===== src/rtl/mult_acc_if.sv =====
// Handshake bundle between the multiplier stage, the accumulator and the result consumer.
interface mult_acc_if #(
  parameter int N     = 32,
  parameter int ACC_W = 2*N+8
);
  logic                    start;
  logic [7:0]              len;
  logic                    prod_valid;
  logic                    prod_ready;
  logic signed [2*N-1:0]   product;
  logic                    acc_valid;
  logic                    acc_ready;
  logic signed [ACC_W-1:0] acc_out;
  logic                    busy;
  logic                    ovf;

  modport master (output start, len, prod_valid, product, acc_ready,
                  input  prod_ready, acc_valid, acc_out, busy, ovf);
  modport slave  (input  start, len, prod_valid, product, acc_ready,
                  output prod_ready, acc_valid, acc_out, busy, ovf);
endinterface


===== src/rtl/mult_accumulator.sv =====
// Accumulates len signed products, then holds the sum until the consumer takes it.
// Define MULT_ACC_SAT_EN to saturate on overflow and report it on ovf; otherwise the sum wraps.
module mult_accumulator #(
  parameter int N     = 32,
  parameter int ACC_W = 2*N+8
) (
  input  logic      clk,
  input  logic      rst_n,
  mult_acc_if.slave bus
);
  typedef enum logic [1:0] {IDLE, ACCUM, HOLD} state_t;

  state_t                  state, nxt_state;
  logic signed [ACC_W-1:0] acc, nxt_acc, prod_ext, sum;
  logic [7:0]              cnt, nxt_cnt;
  logic                    take;

  assign prod_ext = ACC_W'($signed(bus.product));
  assign sum      = acc + prod_ext;
  assign take     = (state == ACCUM) && bus.prod_valid;

`ifdef MULT_ACC_SAT_EN
  localparam logic signed [ACC_W-1:0] MAXV = {1'b0, {(ACC_W-1){1'b1}}};
  localparam logic signed [ACC_W-1:0] MINV = {1'b1, {(ACC_W-1){1'b0}}};
  logic ovf, nxt_ovf, add_ovf;
  // Same-sign operands producing a different-sign result is a signed overflow.
  assign add_ovf = (acc[ACC_W-1] == prod_ext[ACC_W-1]) && (sum[ACC_W-1] != acc[ACC_W-1]);
`endif

  always_comb begin
    nxt_state = state;
    nxt_acc   = acc;
    nxt_cnt   = cnt;
`ifdef MULT_ACC_SAT_EN
    nxt_ovf   = ovf;
`endif
    unique case (state)
      IDLE: if (bus.start) begin
        nxt_acc   = '0;
        nxt_cnt   = bus.len;
`ifdef MULT_ACC_SAT_EN
        nxt_ovf   = 1'b0;
`endif
        nxt_state = (bus.len == 8'd0) ? HOLD : ACCUM;
      end
      ACCUM: if (take) begin
        nxt_cnt = cnt - 8'd1;
        nxt_acc = sum;
`ifdef MULT_ACC_SAT_EN
        if (add_ovf) begin
          nxt_acc = acc[ACC_W-1] ? MINV : MAXV;
          nxt_ovf = 1'b1;
        end
`endif
        if (cnt == 8'd1) nxt_state = HOLD;
      end
      HOLD: if (bus.acc_ready) nxt_state = IDLE;
      default: nxt_state = IDLE;
    endcase
  end

  always_ff @(posedge clk) begin
    if (!rst_n) begin
      state <= IDLE;
      acc   <= '0;
      cnt   <= '0;
`ifdef MULT_ACC_SAT_EN
      ovf   <= 1'b0;
`endif
    end else begin
      state <= nxt_state;
      acc   <= nxt_acc;
      cnt   <= nxt_cnt;
`ifdef MULT_ACC_SAT_EN
      ovf   <= nxt_ovf;
`endif
    end
  end

  assign bus.prod_ready = (state == ACCUM);
  assign bus.acc_valid  = (state == HOLD);
  assign bus.busy       = (state != IDLE);
  assign bus.acc_out    = acc;
`ifdef MULT_ACC_SAT_EN
  assign bus.ovf        = ovf;
`else
  assign bus.ovf        = 1'b0;
`endif
endmodule


===== src/flat_wrapper.sv =====
// flat-port wrapper written by rule: the top's interface ports become plain ports
module mult_accumulator_flat 
#(
  parameter int N     = 32,
  parameter int ACC_W = 2*N+8
)
  (clk, rst_n, bus_start, bus_len, bus_prod_valid, bus_product, bus_acc_ready, bus_prod_ready, bus_acc_valid, bus_acc_out, bus_busy, bus_ovf);
  mult_acc_if #(.N(N), .ACC_W(ACC_W)) bus_i ();
  input  logic clk;
  input  logic rst_n;
  input wire logic [$bits(bus_i.start)-1:0] bus_start;
  input wire logic [$bits(bus_i.len)-1:0] bus_len;
  input wire logic [$bits(bus_i.prod_valid)-1:0] bus_prod_valid;
  input wire logic [$bits(bus_i.product)-1:0] bus_product;
  input wire logic [$bits(bus_i.acc_ready)-1:0] bus_acc_ready;
  output wire logic [$bits(bus_i.prod_ready)-1:0] bus_prod_ready;
  output wire logic [$bits(bus_i.acc_valid)-1:0] bus_acc_valid;
  output wire logic [$bits(bus_i.acc_out)-1:0] bus_acc_out;
  output wire logic [$bits(bus_i.busy)-1:0] bus_busy;
  output wire logic [$bits(bus_i.ovf)-1:0] bus_ovf;
  assign bus_i.start = bus_start;
  assign bus_i.len = bus_len;
  assign bus_i.prod_valid = bus_prod_valid;
  assign bus_i.product = bus_product;
  assign bus_i.acc_ready = bus_acc_ready;
  assign bus_prod_ready = bus_i.prod_ready;
  assign bus_acc_valid = bus_i.acc_valid;
  assign bus_acc_out = bus_i.acc_out;
  assign bus_busy = bus_i.busy;
  assign bus_ovf = bus_i.ovf;
  mult_accumulator #(.N(N), .ACC_W(ACC_W)) u_core (.clk(clk), .rst_n(rst_n), .bus(bus_i));
endmodule

===== config.mk =====
export PLATFORM = sky130hd
export DESIGN_NAME = mult_accumulator_flat
export DESIGN_NICKNAME = d
export VERILOG_FILES = /design/src/rtl/mult_acc_if.sv /design/src/rtl/mult_accumulator.sv /design/src/flat_wrapper.sv
export SDC_FILE = /design/constraint.sdc
export NUM_CORES = 1
export LEC_CHECK = 0
export ABC_AREA = 1
export BUFFER_PORTS_ARGS = -buffer_cell sky130_fd_sc_hd__buf_2
export CAP_MARGIN = 0
export CORE_MARGIN = 1.5
export CORE_UTILIZATION = 59
export CTS_BUF_LIST = sky130_fd_sc_hd__clkbuf_4 sky130_fd_sc_hd__clkbuf_8 sky130_fd_sc_hd__clkbuf_16
export CTS_CLUSTER_DIAMETER = 30
export DETAILED_ROUTE_END_ITERATION = 7
export PLACE_DENSITY = 0.83
export RECOVER_POWER = 25
export SYNTH_ARGS = -nofsm -noshare
export SYNTH_HDL_FRONTEND = slang
export SYNTH_SLANG_ARGS = --single-unit

===== constraint.sdc =====
create_clock -name clk -period 2.59 [get_ports clk]
set_input_delay 0.259 -clock clk [delete_from_list [all_inputs] [get_ports clk]]
set_output_delay 0.259 -clock clk [all_outputs]
set_load 0.1 [all_outputs]

## Yosys cells after proc, flatten, opt, wreduce, memory -nomap -nowiden

Index checks and enable logic that the tools add are counted.

| cells by class | value |
|---|---|
| reductions and logical operators | 7 |
| equality and inequality tests | 7 |
| add/sub/neg operators | 2 |
| muxes and demuxes | 12 |

Operators by type and width:

| cell | number |
|---|---|
| $mux W72 | 2 |
| $pmux W72 S2 | 1 |
| $add A72 B64 Y72 | 1 |
| $mux W8 | 2 |
| $pmux W8 S2 | 1 |
| $mux W2 | 5 |
| $eq A8 B1 Y1 const B | 1 |
| $logic_not A8 Y1 | 1 |
| $sub A8 B1 Y8 const B | 1 |
| $pmux W2 S3 | 1 |
| $ne A2 B1 Y1 const B | 2 |
| $ne A2 B2 Y1 const B | 2 |
| $reduce_and A4 Y1 | 1 |
| $reduce_bool A2 Y1 | 2 |
| $reduce_and A3 Y1 | 1 |
| $eq A2 B1 Y1 const B | 1 |
| $eq A2 B2 Y1 const B | 1 |
| $logic_not A2 Y1 | 1 |
| $logic_and A1 B1 Y1 | 1 |

| storage, ports and cells | value |
|---|---|
| bits of input ports | 77 |
| flip-flop bits (word level) | 82 |
| word-level logic and storage cells | 31 |
| output and inout port bits | 76 |

## Logic depth before layout (Yosys ltp)

Gate-level depths: netlist of run 1.

| logic depth | value |
|---|---|
| depth in word-level cells | 4 |
| mapped depth | 16 |
| mapped depth without buffers | 16 |

## Worst setup path before layout of run 1

Ideal clock, no wire load.

| path | value |
|---|---|
| kind | register to register |
| from | register u_core.acc[0] (netlist: u_core.bus.acc_out[0]) |
| to | register u_core.acc[38] (netlist: u_core.bus.acc_out[38]) |
| cell stages (with the launch flop) | 14 |
| path slack | -0.038 ns |
| data required time | 2.458 ns |
| arrival | 2.496 ns |
| cells stage by stage | dfxtp_1 -> ha_1 -> fa_1 -> nand3_1 -> nand3_1 -> nand2_1 -> nand2_1 -> nand2_1 -> nand3_2 -> nand2_1 -> nand2_2 -> or2_2 -> nand3_1 -> a21oi_1 |

| between the ends | value |
|---|---|
| longest elaborated chain between the ends | 3 |

RTL lines:

| element | line | text |
|---|---|---|
| start: declaration | mult_accumulator.sv:14 | `logic signed [ACC_W-1:0] acc, nxt_acc, prod_ext, sum;` |
| start signal: assignment | mult_accumulator.sv:72 | `acc <= nxt_acc;` |
| $add A72 B64 Y72 | mult_accumulator.sv:19 | `assign sum = acc + prod_ext;` |
| $mux W72 | mult_accumulator.sv:46 | `ACCUM: if (take) begin` |
| $pmux W72 S2 | mult_accumulator.sv:37 | `unique case (state)` |

Every way passes these cells. The select of a mux whose other input is x is not followed.
A chain may end at the register's enable or synchronous reset.

## Final worst setup path of run 1

| path | value |
|---|---|
| from | register u_core.acc[6] (netlist: u_core.bus.acc_out[6]) |
| to | register u_core.acc[71] (netlist: u_core.bus.acc_out[71]) |

Same word-level chain as after synthesis.

==> metrics.md, run 1 <==
| Metric | Value |
|---|---|
| Leading post-synthesis cells by cell area | `nand2_1 24%, dfxtp_1 18%, inv_1 11%` |
| # IOs | `153` |
| Hold Crit Start | `rst_n` |
| Post-route ant nets | `0` |
| Seq/Total Area, Yosys | `17.8%` |
| Crit path largest cell delay | `0.38 ns` |
| Top cell by count, worst path | `nand2_1` |
| Top delay family on crit path | `simple AND/OR/NAND/NOR gates` |
| Via count | `11114` |
| Final period util | `92.5%` |
| Syn. warnings | `0` |
| Min Clock Period, post-route | `2.40 ns` |
| Worst reg2reg path depth | `14` |
| Initial antenna violation count | `1` |
| CTS sink count | `82` |
| Clock Skews | `0.0121 ns` |
| Met1 Resource Use GR | `52.4%` |
| CTS H-tree lvls | `3` |
| Area of the mapped netlist | `9210 um^2` |
| Post-cts resize count | `0` |
| Critical Path Sink | `u_core.bus.acc_out[71]` |
| Row count | `45` |
| Core box area | `15200 um^2` |
| Die height | `128 um` |
| Reg2reg start | `u_core.bus.acc_out[6]` |
| Total wire length | `32000 um` |
| Outcome | `complete, no violations` |
| Final hold vios | `0` |
| Syn Area/Cell | `5.56 um^2` |
| Initial DRC count | `1171` |
| CTS buffer count | `9` |
| Pin count of the biggest net entering global routing | `61` |
| Max-Cap Viols | `0` |
| PnR Total Power | `8.52 mW` |
| Pins over their slew limit | `0` |
| Count leader, synth | `nand2_1` |
| Yosys cell types | `45` |
| Via density per instance | `5.54` |
| Required @ worst endpoint | `2.87 ns` |
| CP max-delay cell | `ha_1` |
| Critical path capture point type | `register` |
| Max clock buf depth | `2` |
| Layout area overhead | `14.3%` |
| GR met3 Demand/Resource | `4.97%` |
| GPL Wtd Cong | `1.01` |
| Crit-path cells | `ha_1 -> nand2_2 -> inv_1 -> a21oi_1 -> nand2_1 -> nand2_1 -> nand3_2 -> nand2_1 -> nand2_2 -> nand2_1 -> nand2_1 -> nand2_1 -> nand3_1 -> a21oi_1` |
| CTS tree | `built` |
| PwrDens | `810 nW/um^2` |
| Post-CTS Setup Bufs | `0` |
| Clock-pin slew on the worst setup and hold paths | `0.07 ns` |
| Hold slack | `0.167 ns` |
| Mapped Nets | `1808` |
| Post-synth top area share | `23.6%` |
| Total GRT Usage | `39.2%` |
| Syn Inst Count | `1657` |
| Hold buffers post-CTS | `0` |
| DR DRC count | `0` |
| Startpoint Class | `register` |
| Most instantiated cells after synthesis | `580 x nand2_1, 263 x inv_1, 161 x a21oi_1` |
| Met2 track demand over resource | `64.1%` |
| GRT overflow | `0` |
| Slew HR | `18.7%` |
| Cell taking the most area after synthesis | `nand2_1` |
| Vias in the first global route | `10268` |
| VDD IR-drop max | `0.00120 V` |
| Peak Freq | `0.417 GHz` |
| Synth Register Bits | `82` |
| Detail Placement HPWL | `25600 um` |
| Iteration count of the initial detailed-routing pass | `6` |
| # port buffers | `151` |
| Initial Utilization | `60.6%` |
| Worst-path maximum fanout | `5` |
| Clock Latency Late Sink | `0.36 ns` |
| WP data arrival | `2.68 ns` |
| Post-layout nets | `1962` |
| Fin Setup TNS | `0 ns` |
| Layout cells sized above 1 | `14.4%` |
| Die Width | `128 um` |
| Pleak | `5.41 nW` |
| Most used DFF post-synth | `dfxtp_1` |
| Stages on the worst setup path | `14` |
| Die Area | `16400 um^2` |
| GRT Max-Usage Layer | `met2` |
| CP startpoint | `u_core.bus.acc_out[6]` |
| WL/cell | `15.9 um` |
| Global-route wire length before repair | `50400 um` |
| RSZ-0062 raised after global routing | `false` |
| WS Path Type | `register to register` |
| Post-synth EDFFs | `0` |
| Slew at the pin closest to its max-slew limit | `1.23 ns` |
| Hold Crit Class | `primary input to register` |
| Clk Tree Root Cell | `clkbuf_16` |
| Setup violators final | `0` |
| Share of synthesized registers carrying an async set or reset | `0%` |
| CP bufs+invs | `1` |
| Reg2reg end | `u_core.bus.acc_out[71]` |
| Setup slack, reg-to-reg | `0.19 ns` |
## layout make-up
| class | count | area, um^2 |
|---|---|---|
| diodes | 1 | 2.50 |
| clock buffers | 10 | 239 |
| clock inverters | 6 | 71.3 |
| fillers | 1499 | 4680 |
| inverters | 288 | 1080 |
| multi-input cells | 1261 | 6350 |
| flip-flops and latches | 82 | 1640 |
| well taps | 188 | 235 |
| repair buffers | 169 | 893 |
## worst min path at each step
stage / slack, ns / cells after the start / end
after global routing: 0.17 / 3 / u_core.cnt[0]
after CTS: 0.16 / 3 / u_core.cnt[0]
after floorplan: 0.40 / 2 / u_core.cnt[0]
final: 0.17 / 3 / u_core.cnt[0]
after detailed placement: 0.46 / 2 / u_core.bus.acc_out[0]
after global placement: 0.46 / 2 / u_core.bus.acc_out[0]
## layout by cell type, fill, tap and decap left out, types with 2 or more instances in the layout
master      instances
a211oi_1            3
a21boi_0           18
a21oi_1           161
a221oi_1            2
a31o_2              3
a31oi_1             3
and2_1              2
buf_12              4
buf_2             113
buf_4              14
clkbuf_1           38
clkbuf_16           9
clkinvlp_4          2
dfxtp_1            81
ha_1               73
inv_1             263
inv_2              24
inv_6               2
nand2_1           580
nand2_2            28
nand3_1           101
nand3_2             7
nand3b_1            2
nand4_1             5
nor2_1            123
nor2_2             19
nor2_4              6
nor3_1             13
nor4_1              6
nor4_2              6
o211ai_1            3
o21ai_0            45
o21ai_1            17
o21bai_1            6
or2_1               2
or2_2              17
## metal layers
layer  up-vias  part of all wire [%]
met5         -                     0
met4         0                   3.8
met3        83                    10
met2       569                    44
met1      4929                    42
li1       5533                     -
## power by group
group          total [mW]  internal, mW  leakage [nW]  switching (mW)
Clock                1.42         0.785         0.146           0.637
Combinational        5.36          1.36          4.60            4.00
Sequential           1.73          1.51         0.667           0.227
## flip-flops by register name, summed over array words and instances, names as in the netlist
signal	flops
u_core.state	2
u_core.bus.acc_out	72
u_core.cnt	8
## stage by stage
step	cells	cell area [um^2]	setup WS, ns	utilization [%]
after floorplan	1657	9210	0.0217	-
after global placement	1988	10300	0.253	67.4
after detailed placement	1988	10300	0.179	67.4
after CTS	2004	10600	0.211	69.5
after global routing	2005	10500	0.0228	69.2
final	2005	10500	0.195	69.2
## cell families (layout without fill, tap and decap cells)
| logic type | Yosys count | in the layout | share of synthesized area, % |
|---|---|---|---|
| simple gates | 918 | 918 | 42.8 |
| xor+xnor | 1 | 1 | 0.0952 |
| other cells | 1 | 2 | 0.0407 |
| buf+inv | 314 | 473 | 13.2 |
| fa+ha+maj | 74 | 74 | 10.1 |
| compound gates | 267 | 267 | 15.9 |
| flops | 82 | 82 | 17.8 |
## tightest hold or removal path, delay by kind of cell
family | cells | cell delay (ns)
AO/OA/AOI/OAI | 2 | 0.10
buffers and inverters | 1 | 0.11
No activity file was read; power rests on OpenSTA's default activity.
==> run 2, diff against run 1 <==
--- a/config.mk
+++ b/config.mk
@@ -6,14 +6,15 @@
 export NUM_CORES = 1
 export LEC_CHECK = 0
 export ABC_AREA = 1
+export ABC_CLOCK_PERIOD_IN_PS = 2590
 export BUFFER_PORTS_ARGS = -buffer_cell sky130_fd_sc_hd__buf_2
 export CAP_MARGIN = 0
 export CORE_MARGIN = 1.5
-export CORE_UTILIZATION = 59
-export CTS_BUF_LIST = sky130_fd_sc_hd__clkbuf_4 sky130_fd_sc_hd__clkbuf_8 sky130_fd_sc_hd__clkbuf_16
+export CORE_UTILIZATION = 60
+export CTS_BUF_LIST = sky130_fd_sc_hd__clkbuf_4
 export CTS_CLUSTER_DIAMETER = 30
 export DETAILED_ROUTE_END_ITERATION = 7
-export PLACE_DENSITY = 0.83
+export PLACE_DENSITY = 0.84
 export RECOVER_POWER = 25
 export SYNTH_ARGS = -nofsm -noshare
 export SYNTH_HDL_FRONTEND = slang
==> metrics.md, run 2 (synthesized netlist as in run 1, its figures left out) <==
| Metric | Value |
|---|---|
| CTS buffer count | `9` |
| Post-route ant nets | `0` |
| # port buffers | `151` |
| Clock-pin slew on the worst setup and hold paths | `0.18 ns` |
| Switching power | `4.79 mW` |
| Layout cells sized above 1 | `14.2%` |
| Vias in the first global route | `9940` |
| Initial antenna violation count | `1` |
| M1 wire length | `13000 um` |
| Clock Latency Late Sink | `0.52 ns` |
| Crit-path cells | `ha_1 -> fa_1 -> nand3_1 -> nand3_1 -> nand2_1 -> nand2_1 -> nand2_1 -> nand3_2 -> nand2_1 -> nand2_2 -> nand2_1 -> nand2_1 -> nand2_1 -> nand3_1 -> a21oi_1` |
| Sequential share of power | `22.0%` |
| Final period util | `93.1%` |
| Worst-path maximum fanout | `4` |
| Min Clock Period, post-route | `2.41 ns` |
| Met2 wire len | `14100 um` |
| Hold Crit Class | `primary input to register` |
| Row count | `45` |
| DR DRC count | `0` |
| Max FFs per register | `72` |
| # IOs | `153` |
| Setup ws final | `0.178 ns` |
| RSZ-0062 raised after global routing | `false` |
| WS Path Type | `register to register` |
| Crit path largest cell delay | `0.45 ns` |
| WP data arrival | `2.86 ns` |
| Critical path capture point type | `register` |
| CP bufs+invs | `0` |
| Outcome | `complete, no violations` |
| Via count | `10998` |
| Met3 wire len | `2670 um` |
| Top cell by count, worst path | `nand2_1` |
| Peak Freq | `0.415 GHz` |
| CP max-delay cell | `fa_1` |
| Most common cell after layout, fill and taps aside | `nand2_1` |
| Detail Placement HPWL | `25200 um` |
| Pleak | `5.33 nW` |
| Post-CTS Setup Bufs | `0` |
| Initial DRC count | `897` |
| Sw frac | `61.1%` |
| Slew HR | `18.2%` |
| Reg2reg start | `u_core.bus.acc_out[0]` |
| Post-cts resize count | `0` |
| P_int | `3.05 mW` |
| Total wire length | `30900 um` |
| VDD IR-drop max | `0.00185 V` |
| Post-layout nets | `1959` |
| GPL Wtd Cong | `1.04` |
| WL/cell | `15.4 um` |
| Pins over their slew limit | `0` |
| Commonest non-fill, non-tap cells in the layout | `580 x nand2_1, 263 x inv_1, 161 x a21oi_1` |
| Clock Skews | `0.0303 ns` |
| Filler cells | `1539` |
| Pin count of the biggest net entering global routing | `79` |
| Top delay family on crit path | `simple AND/OR/NAND/NOR gates` |
| Initial Utilization | `61.0%` |
| Global-route wire length before repair | `48700 um` |
| Startpoint Class | `register` |
| Required @ worst endpoint | `3.04 ns` |
| Iteration count of the initial detailed-routing pass | `6` |
| Fin Setup TNS | `0 ns` |
| Die Width | `127 um` |
| Via density per instance | `5.49` |
| Total GRT Usage | `38.3%` |
| CTS H-tree lvls | `3` |
| Register area | `1640 um^2` |
| CTS sink count | `82` |
| Top routing layer in use | `met4` |
| Pre-CTS setup slack | `0.218 ns` |
| Core box area | `15100 um^2` |
| Multi-input gate area in the final layout | `6350 um^2` |
| Hold Crit Start | `bus_len[0]` |
| Clk Tree Root Cell | `clkbuf_4` |
| Die Area | `16100 um^2` |
| Setup violators final | `0` |
| PwrDens | `760 nW/um^2` |
| Max clock buf depth | `2` |
| Slew at the pin closest to its max-slew limit | `1.23 ns` |
| Die height | `127 um` |
| Layout area overhead | `12.1%` |
| CTS tree | `built` |
| Clock group share of total power | `11.0%` |
| Comb pwr share | `67.0%` |
| Final hold vios | `0` |
| GRT overflow | `0` |
| CP startpoint | `u_core.bus.acc_out[0]` |
| Max-Cap Viols | `0` |
run 2: changes by cell type in the layout (fill, tap and decap cells not counted), moves of 2 or more:
cell        previous run  this run
clkbuf_16              9         0
clkbuf_4               0         9
buf_4                 14        11
inv_8                  0         3
clkinvlp_4             2         0
run 2: what timing repair did:
item,4_1_cts,5_1_grt
setup endpoints to repair,0,0
endpoints found under the hold margin,1,0
hold buffers,1,0
run 2: path summary, 6_finish.rpt:
| check | to | slack (ns) | cells after the start |
|---|---|---|---|
| worst min register to register | u_core.bus.acc_out[0] | 0.49 | 2 |
| worst min-delay path | u_core.cnt[0] | 0.02 | 3 |
| worst max register to register | u_core.bus.acc_out[54] | 0.18 | 15 |
| worst max-delay path | u_core.bus.acc_out[54] | 0.18 | 15 |
run 2: final cells by class:
| class | count | area share [%] |
|---|---|---|
| multi-input combinational | 1261 | 61.5 |
| sequential | 82 | 15.9 |
| inverter | 288 | 10.5 |
| timing repair buffer | 166 | 8.35 |
| tap | 188 | 2.28 |
| clock inverter | 7 | 0.740 |
| clock buffer | 9 | 0.655 |
| antenna | 1 | 0.0243 |
run 2: power groups by stage:
stage                     Combinational [mW]  Sequential (mW)  Clock (mW)
after floorplan                         2.81             2.96           0
after global placement                  5.12             1.74           0
after detailed placement                5.19             1.75           0
after CTS                               5.21             1.72       0.863
after global routing                    5.68             1.76       0.912
final                                   5.25             1.73       0.863
run 2: worst register-to-register path, delay by kind of cell (launching register included):
| family | cells | cell delay (ns) |
|---|---|---|
| AOI/OAI and AO/OA | 1 | 0.13 |
| adders and majority gates | 2 | 0.69 |
| DFF | 1 | 0.36 |
| and+or+nand+nor | 12 | 1.17 |
run 2: metrics by stage:
stage	utilization, %	hold WS [ns]	std cells	area, um^2	total power [mW]
final	68.4	0.0248	2002	10300	7.84
after global placement	67.7	0.456	1984	10200	6.86
after global routing	68.4	0.0200	2002	10300	8.35
after detailed placement	67.7	0.462	1984	10200	6.94
after CTS	68.7	0.00393	2001	10400	7.79
after floorplan	-	0.397	1657	9210	5.77
run 2: routing by layer:
| layer | track usage, % | up-vias |
|---|---|---|
| li1 | - | 5539 |
| met1 | 49.9 | 4852 |
| met2 | 63.7 | 533 |
| met3 | 5.40 | 74 |
| met4 | 15.8 | 0 |
| met5 | 0 | - |
==> run 3, diff against run 2 <==
--- a/config.mk
+++ b/config.mk
@@ -10,11 +10,11 @@
 export BUFFER_PORTS_ARGS = -buffer_cell sky130_fd_sc_hd__buf_2
 export CAP_MARGIN = 0
 export CORE_MARGIN = 1.5
-export CORE_UTILIZATION = 60
-export CTS_BUF_LIST = sky130_fd_sc_hd__clkbuf_4
+export CORE_UTILIZATION = 59
+export CTS_BUF_LIST = sky130_fd_sc_hd__clkbuf_16
 export CTS_CLUSTER_DIAMETER = 30
 export DETAILED_ROUTE_END_ITERATION = 7
-export PLACE_DENSITY = 0.84
+export PLACE_DENSITY = 0.83
 export RECOVER_POWER = 25
 export SYNTH_ARGS = -nofsm -noshare
 export SYNTH_HDL_FRONTEND = slang
==> metrics.md, run 3 (synthesized netlist as in run 1, its figures left out) <==
| Metric | Value |
|---|---|
| Global-route wire length before repair | `50400 um` |
| Initial Utilization | `60.6%` |
| Max-Cap Viols | `0` |
| Comb pwr share | `63.2%` |
| Setup violators final | `0` |
| WL/cell | `15.9 um` |
| Design Area, Final | `10500 um^2` |
| CTS tree | `built` |
| Startpoint Class | `register` |
| Clock Latency Late Sink | `0.36 ns` |
| Sw frac | `57.4%` |
| Commonest non-fill, non-tap cells in the layout | `580 x nand2_1, 263 x inv_1, 161 x a21oi_1` |
| CP bufs+invs | `1` |
| Iteration count of the initial detailed-routing pass | `6` |
| Crit-path cells | `ha_1 -> nand2_2 -> inv_1 -> a21oi_1 -> nand2_1 -> nand2_1 -> nand3_2 -> nand2_1 -> nand2_2 -> nand2_1 -> nand2_1 -> nand2_1 -> nand3_1 -> a21oi_1` |
| Post-route ant nets | `0` |
| Clk Tree Root Cell | `clkbuf_16` |
| Die height | `128 um` |
| Crit path largest cell delay | `0.38 ns` |
| Detail Placement HPWL | `25600 um` |
| Slew HR | `18.6%` |
| DR DRC count | `0` |
| Clock group share of total power | `16.3%` |
| Core box area | `15200 um^2` |
| Die Width | `128 um` |
| P_int | `3.62 mW` |
| Vias in the first global route | `10274` |
| CTS H-tree lvls | `3` |
| GRT overflow | `0` |
| Top cell by count, worst path | `nand2_1` |
| Placed cell area | `10300 um^2` |
| CTS buffer count | `9` |
| Layout area overhead | `14.2%` |
| # IOs | `153` |
| Most common cell after layout, fill and taps aside | `nand2_1` |
| Sequential share of power | `20.4%` |
| CP max-delay cell | `ha_1` |
| Post-layout nets | `1962` |
| Required @ worst endpoint | `2.87 ns` |
| Clock Skews | `0.0116 ns` |
| Final period util | `93.2%` |
| PwrDens | `807 nW/um^2` |
| Total wire length | `32000 um` |
| Final hold vios | `0` |
| Row count | `45` |
| Initial DRC count | `1176` |
| Switching power | `4.87 mW` |
| Max FFs per register | `72` |
| Initial antenna violation count | `1` |
| CTS sink count | `82` |
| Pins over their slew limit | `0` |
| Pleak | `5.41 nW` |
| Pin count of the biggest net entering global routing | `61` |
| Via density per instance | `5.54` |
| Hold Crit Class | `primary input to register` |
| Total GRT Usage | `39.2%` |
| Critical path capture point type | `register` |
| Max clock buf depth | `2` |
| Worst-path maximum fanout | `5` |
| Final core utilization | `69.1%` |
| Layout cells sized above 1 | `14.4%` |
| Peak Freq | `0.414 GHz` |
| GPL Wtd Cong | `1.01` |
| Clock-pin slew on the worst setup and hold paths | `0.07 ns` |
| Min Clock Period, post-route | `2.41 ns` |
| Post-CTS Setup Bufs | `0` |
| Slew at the pin closest to its max-slew limit | `1.23 ns` |
| Outcome | `complete, no violations` |
| Via count | `11105` |
| VDD IR-drop max | `0.00121 V` |
| Die Area | `16400 um^2` |
| # port buffers | `151` |
| WP data arrival | `2.70 ns` |
| Top delay family on crit path | `simple AND/OR/NAND/NOR gates` |
| WS Path Type | `register to register` |
-- run 3: changes by cell type in the layout (fill, tap and decap cells not counted), sizes merged --
cell         change
bufinv           +1
clkbuf           +1
dlygate4sd3      -1
inv              -3
buf              +3
clkinvlp         +2
-- run 3: worst reg2reg max path: stages (launching register included) --
cell	delay [ns]
dfxtp_1	0.34
ha_1	0.38
nand2_2	0.13
inv_1	0.06
a21oi_1	0.28
nand2_1	0.15
nand2_1	0.10
nand3_2	0.13
nand2_1	0.14
nand2_2	0.16
nand2_1	0.16
nand2_1	0.06
nand2_1	0.06
nand3_1	0.07
a21oi_1	0.14
-- run 3: final timing paths --
| path | endpoint | slack [ns] | depth (start not counted) | from |
|---|---|---|---|---|
| max | u_core.bus.acc_out[71] | 0.18 | 14 | u_core.bus.acc_out[6] |
| min | u_core.cnt[0] | 0.17 | 3 | rst_n |
| max reg2reg | u_core.bus.acc_out[71] | 0.18 | 14 | u_core.bus.acc_out[6] |
| min reg2reg | u_core.bus.acc_out[0] | 0.47 | 2 | u_core.bus.acc_out[0] |
-- run 3: metrics by stage --
| step | setup slack, ns | power, mW | TNS (ns) | instances | hold WS, ns |
|---|---|---|---|---|---|
| floorplan | 0.0217 | 5.77 | 0 | 1657 | 0.397 |
| global placement | 0.253 | 6.95 | 0 | 1988 | 0.457 |
| detailed placement | 0.179 | 7.02 | 0 | 1988 | 0.463 |
| CTS | 0.203 | 8.40 | 0 | 2004 | 0.158 |
| global route | -0.00367 | 8.98 | -0.00367 | 2005 | 0.172 |
| finish | 0.176 | 8.48 | 0 | 2005 | 0.169 |
-- run 3: final cells by class --
type / count / area [um^2]
Antenna cell: 1 / 2.50
Fill cell: 1500 / 4690
Inverter: 288 / 1080
Timing Repair Buffer: 169 / 893
Multi-Input combinational cell: 1261 / 6360
Tap cell: 188 / 235
Clock buffer: 9 / 225
Sequential cell: 82 / 1640
Clock inverter: 7 / 75.1
-- run 3: what timing repair did --
item	in CTS	in global routing
resized for setup	0	1
endpoints found under the setup margin	0	5
hold buffers	0	0
-- run 3: routing by layer --
layer | global-route usage [%] | wire, um | vias to the layer above
met3 | 5.01 | 3080 | 89
met1 | 52.3 | 13600 | 4906
met2 | 64.0 | 14000 | 569
li1 | - | - | 5541
met5 | 0 | 0 | -
met4 | 15.9 | 1280 | 0
-- run 3: power by group through the flow --
stage | sequential (mW) | combinational, mW | clock (mW)
2_1_floorplan | 2.96 | 2.81 | 0
3_3_place_gp | 1.74 | 5.21 | 0
3_5_place_dp | 1.75 | 5.27 | 0
4_1_cts | 1.72 | 5.29 | 1.39
5_1_grt | 1.76 | 5.78 | 1.44
6_report | 1.73 | 5.36 | 1.39
